**config.mk**
```make
export PLATFORM = sky130hd
export DESIGN_NAME = apb_master
export DESIGN_NICKNAME = d
export VERILOG_FILES = /design/src/rtl/apb_master.sv
export SDC_FILE = /design/constraint.sdc
export NUM_CORES = 1
export LEC_CHECK = 0
export ABC_AREA = 1
export CORE_MARGIN = 4
export CORE_UTILIZATION = 25
export CTS_CLUSTER_DIAMETER = 150
export CTS_CLUSTER_SIZE = 30
export DETAILED_ROUTE_END_ITERATION = 8
export GPL_TIMING_DRIVEN = 1
export SKIP_LAST_GASP = 1
export SLEW_MARGIN = 20
export SYNTH_ARGS = -nofsm -noshare
export SYNTH_HDL_FRONTEND = slang
export SYNTH_SLANG_ARGS = --single-unit
```
**constraint.sdc**
```tcl
create_clock -name _PCLK -period 4.6 [get_ports _PCLK]
set_input_delay 0.92 -clock _PCLK [delete_from_list [all_inputs] [get_ports _PCLK]]
set_output_delay 0.92 -clock _PCLK [all_outputs]
set_load 0.1 [all_outputs]
```
**src/rtl/apb_master.sv**
```systemverilog
// APB requester: turns single host commands into SETUP/ACCESS sequences,
// returns a one-cycle response and aborts completers that stall too long.
module apb_master #(
    parameter int unsigned TIMEOUT = 16
) (
    input  logic        _PCLK,
    input  logic        _PRESET,
    input  logic        _CMD_VALID,
    output logic        _CMD_READY,
    input  logic        _CMD_WRITE,
    input  logic [31:0] _CMD_ADDR,
    input  logic [31:0] _CMD_WDATA,
    output logic        _RSP_VALID,
    output logic [31:0] _RSP_RDATA,
    output logic        _RSP_ERR,
    output logic        _RSP_TIMEOUT,
    output logic        _PSEL1,
    output logic        _PENABLE,
    output logic        _PWRITE,
    output logic [31:0] _PADDR,
    output logic [31:0] _PWDATA,
    input  logic [31:0] _PRDATA,
    input  logic        _PREADY,
    input  logic        _PSLVERR
);

    localparam int unsigned CW = (TIMEOUT != 0) ? $clog2(TIMEOUT + 1) : 1;
    localparam logic [CW-1:0] TO_MAX = CW'(TIMEOUT);

    typedef enum logic [1:0] {IDLE, SETUP, ACCESS} state_t;

    state_t        state_q, state_d;
    logic [CW-1:0] cnt_q, cnt_d;
    logic          psel_q, psel_d;
    logic          penable_q, penable_d;
    logic          pwrite_q, pwrite_d;
    logic [31:0]   paddr_q, paddr_d;
    logic [31:0]   pwdata_q, pwdata_d;
    logic          rsp_valid_q, rsp_valid_d;
    logic [31:0]   rsp_rdata_q, rsp_rdata_d;
    logic          rsp_err_q, rsp_err_d;
    logic          rsp_to_q, rsp_to_d;
    logic          accept, done, abort;

    // PREADY on the abort edge wins: that transfer completes normally
    always_comb begin
        done   = (state_q == ACCESS) && _PREADY;
        abort  = (state_q == ACCESS) && !_PREADY &&
                 (TIMEOUT != 0) && (cnt_q == TO_MAX);
        accept = _CMD_VALID && _CMD_READY;
    end

    assign _CMD_READY = (state_q == IDLE) || done;

    always_ff @(posedge _PCLK or posedge _PRESET) begin
        if (_PRESET) begin
            state_q     <= IDLE;
            cnt_q       <= '0;
            psel_q      <= 1'b0;
            penable_q   <= 1'b0;
            pwrite_q    <= 1'b0;
            paddr_q     <= '0;
            pwdata_q    <= '0;
            rsp_valid_q <= 1'b0;
            rsp_rdata_q <= '0;
            rsp_err_q   <= 1'b0;
            rsp_to_q    <= 1'b0;
        end else begin
            state_q     <= state_d;
            cnt_q       <= cnt_d;
            psel_q      <= psel_d;
            penable_q   <= penable_d;
            pwrite_q    <= pwrite_d;
            paddr_q     <= paddr_d;
            pwdata_q    <= pwdata_d;
            rsp_valid_q <= rsp_valid_d;
            rsp_rdata_q <= rsp_rdata_d;
            rsp_err_q   <= rsp_err_d;
            rsp_to_q    <= rsp_to_d;
        end
    end

    always_comb begin
        state_d = state_q;
        unique case (state_q)
            IDLE:    if (accept) state_d = SETUP;
            SETUP:   state_d = ACCESS;
            ACCESS: begin
                if (done)       state_d = _CMD_VALID ? SETUP : IDLE;
                else if (abort) state_d = IDLE;
            end
            default: state_d = IDLE;
        endcase
    end

    always_comb begin
        cnt_d       = cnt_q;
        pwrite_d    = pwrite_q;
        paddr_d     = paddr_q;
        pwdata_d    = pwdata_q;
        rsp_valid_d = 1'b0;
        rsp_rdata_d = rsp_rdata_q;
        rsp_err_d   = rsp_err_q;
        rsp_to_d    = rsp_to_q;
        psel_d      = (state_d != IDLE);
        penable_d   = (state_d == ACCESS);

        if (accept) begin
            paddr_d  = _CMD_ADDR;
            pwrite_d = _CMD_WRITE;
            pwdata_d = _CMD_WRITE ? _CMD_WDATA : '0;
            cnt_d    = '0;
        end else if (state_q == ACCESS && !_PREADY && cnt_q != TO_MAX) begin
            cnt_d = cnt_q + 1'b1;
        end

        if (done) begin
            rsp_valid_d = 1'b1;
            rsp_rdata_d = pwrite_q ? '0 : _PRDATA;
            rsp_err_d   = _PSLVERR;
            rsp_to_d    = 1'b0;
        end else if (abort) begin
            rsp_valid_d = 1'b1;
            rsp_rdata_d = '0;
            rsp_err_d   = 1'b1;
            rsp_to_d    = 1'b1;
        end
    end

    assign _PSEL1       = psel_q;
    assign _PENABLE     = penable_q;
    assign _PWRITE      = pwrite_q;
    assign _PADDR       = paddr_q;
    assign _PWDATA      = pwdata_q;
    assign _RSP_VALID   = rsp_valid_q;
    assign _RSP_RDATA   = rsp_rdata_q;
    assign _RSP_ERR     = rsp_err_q;
    assign _RSP_TIMEOUT = rsp_to_q;

endmodule

```
==> results.toml <==
[floorplan]
die_h_um = 142
num_io_pins = 205
die_x_um = 142
die_area_um2 = 20000
core-area_um2 = 17400
start_util_pct = 25.7
rows = 48

[clock_network]
clk_pin_slew_ns = 0.07
root_buffer = "clkbuf_16"
cts-hold-fix-buffers = 0
cts_made_buffers = 9
cts_setup_buffers = 0
h-tree-depth = 3
cts_buffer_depth = 2
tritoncts = "done"
post_cts_resized = 0
clk_latency_ns = 0.35
cts_sinks = 109

[logic_synthesis]
netlist_area_um2 = 4460
syn-mean-instance-area_um2 = 9.00
syn_inst = 495
ys_seq_area_share_pct = 61.2
yosys.cell_types.count = 21
synth-edff-count = 0
synth_nets = 599
synthArstFlopShare_pct = 100
yosysWarnings = 0
dominantRegCellSynth = "dfrtp_1"
ys_ff_latch = 109

[sta]
final.setup.tns_ns = 0
slew_headroom_pct = 31.5
min_period_over_period_pct = 63.8
period_needed_ns = 2.94
skew_ns = 0.00832
max_freq_mhz = 341
worst_pin_slew_ns = 1.02
slew_viol_final = 0
rsz0062_at_grt = "false"
setup-violations-final = 0
hold_viol = 0
setup_slack_ns = 1.66

[job]
drv_cap = 0

[route]
wl_per_cell_um = 14.1
vias = 3841
drt_wl_total_um = 12800
antenna_left = 0
dr.pass1.iters = 4
drcViolationCount = 0
detailedRoute.firstIterationViolations = 186
viasPerCell = 4.21

[power_and_ir_drop]
power_frac_clock_pct = 14.5
totalPowerFinal_mw = 5.08
power.internal_mw = 2.22
p_sw_mw = 2.86
p_seq_share_pct = 27.0
power.density_nw_per_um2 = 737
p_leak_nw = 3.22
comb_power_share_pct = 58.5
ir_worst_vdd_uv = 424
swShare_pct = 56.3

[critical_path]
required_ns = 3.68
cp-start-kind = "input pin"
startpoint = "_PREADY"
path_class = "in -> out"
r2r-start = "state_q[1]"
end_kind = "output pin"
crit_fanout = 3
arrival_ns = 2.02

[global_route]
grt.overflow.total = 0
grt_usage_pct = 12.9
antenna_found_initial = 0
grt_max_degree = 79
grt_pass1_wl_um = 20600
grt_pass1_vias = 3789

[placed_design]
dp_slack_ns = 1.62
port_buffers = 204
dp_hpwl_um = 8760
place.gp.congestion = 0.723

[layout]
multi_input_area_um2 = 1480
nFillCells = 1786
finalNetCount = 786
final_layout_size_suffix_gt1_share_pct = 4.37
utilization_pct = 39.7
seqCellArea_um2 = 2730
area_growth_pct = 54.8
antenna_cells = 0

[min_path]
hold_start = "_PADDR[8]"
hp-class = "reg -> reg"

[run_status]
outcome = "finished clean"
==> routing by layer <==
layer	vias to the layer above	global-route usage (%)	wire (um)	part of all wire [%]
met5	-	0	0	0
met4	0	3.69	178	1.4
met3	11	4.35	974	7.6
met2	127	20.1	6040	47
met1	1753	17.1	5630	44
li1	1950	-	-	-
==> layout make-up <==
type,instances,area share (%)
Multi-Input combinational cell,342,21.5
Inverter,13,0.744
Timing Repair Buffer,207,30.1
Clock inverter,7,0.744
Clock buffer,9,3.27
Sequential cell,109,39.6
Tap cell,225,4.08
==> stage by stage <==
stage	cell area (um2)	hold WS, ns	std cells
3_5_place_dp	6620	0.464	896
3_3_place_gp	6620	0.460	896
2_1_floorplan	4460	0.497	495
5_1_grt	6900	0.500	912
4_1_cts	6900	0.485	912
6_report	6900	0.479	912
==> registers in the layout, indices dropped and copies added (netlist names) <==
signal and flops:
_PWDATA 32, _PWRITE 1, state_q 2, _PADDR 32, _RSP_TIMEOUT 1, cnt_q 5
_RSP_RDATA 32, _PSEL1 1, _RSP_VALID 1, _PENABLE 1, _RSP_ERR 1
==> power by group through the flow <==
| stage | combinational (mW) | sequential (mW) | clock [mW] |
|---|---|---|---|
| floorplan | 0.352 | 3.28 | 0 |
| global placement | 2.99 | 1.39 | 0 |
| detailed placement | 3.00 | 1.39 | 0 |
| CTS | 3.00 | 1.38 | 0.776 |
| global route | 3.08 | 1.42 | 0.805 |
| finish | 2.97 | 1.37 | 0.736 |
==> cells by family after synthesis <==
logic type	count (synthesis)	synth area share [%]
flops	109	61.2
simple gates	303	28.3
fa+ha+maj	2	0.562
compound gates	36	4.10
buf+inv	44	5.64
xor+xnor	1	0.197
==> cell usage in the layout, fill, tap and decap left out, drive strengths merged, types with 2 or more instances in the layout <==
cell,Yosys,layout
buf,22,4
clkbuf,9,9
clkdlybuf4s50,0,203
clkinv,0,5
clkinvlp,0,2
dfrtp,109,109
ha,2,2
inv,13,13
nand2,218,218
nand3,76,76
nand4,2,2
nor2,7,7
o21ai,35,35
==> cell usage after synthesis (3+ instances only) <==
cell	instances	share of area [%]
buf_1	3	0.25
nand2_1	216	18
inv_2	3	0.25
dfrtp_1	109	61
o21ai_1	10	1.1
o21ai_0	25	2.8
nand3_1	75	8.4
buf_4	5	0.84
buf_6	8	2.0
inv_1	10	0.84
clkbuf_1	9	0.76
nor2_1	4	0.34
buf_2	6	0.67
==> worst paths after layout <==
check	end	depth (start not counted)	slack, ns
min in group asynchronous	_RSP_RDATA[12]	2	0.99
max reg2reg	_RSP_RDATA[16]	6	2.58
min	_PADDR[8]	2	0.48
max	_CMD_READY	6	1.66
max in group asynchronous	_PADDR[17]	3	2.85
min reg2reg	_PADDR[8]	2	0.48
==> critical path, cell delays in order <==
cell and delay, ns:
clkdlybuf4s50_1 0.49, inv_1 0.06, nand2_1 0.13, nand2_1 0.06, inv_1 0.07, buf_4 0.28
(Power assumes the default switching activity.)
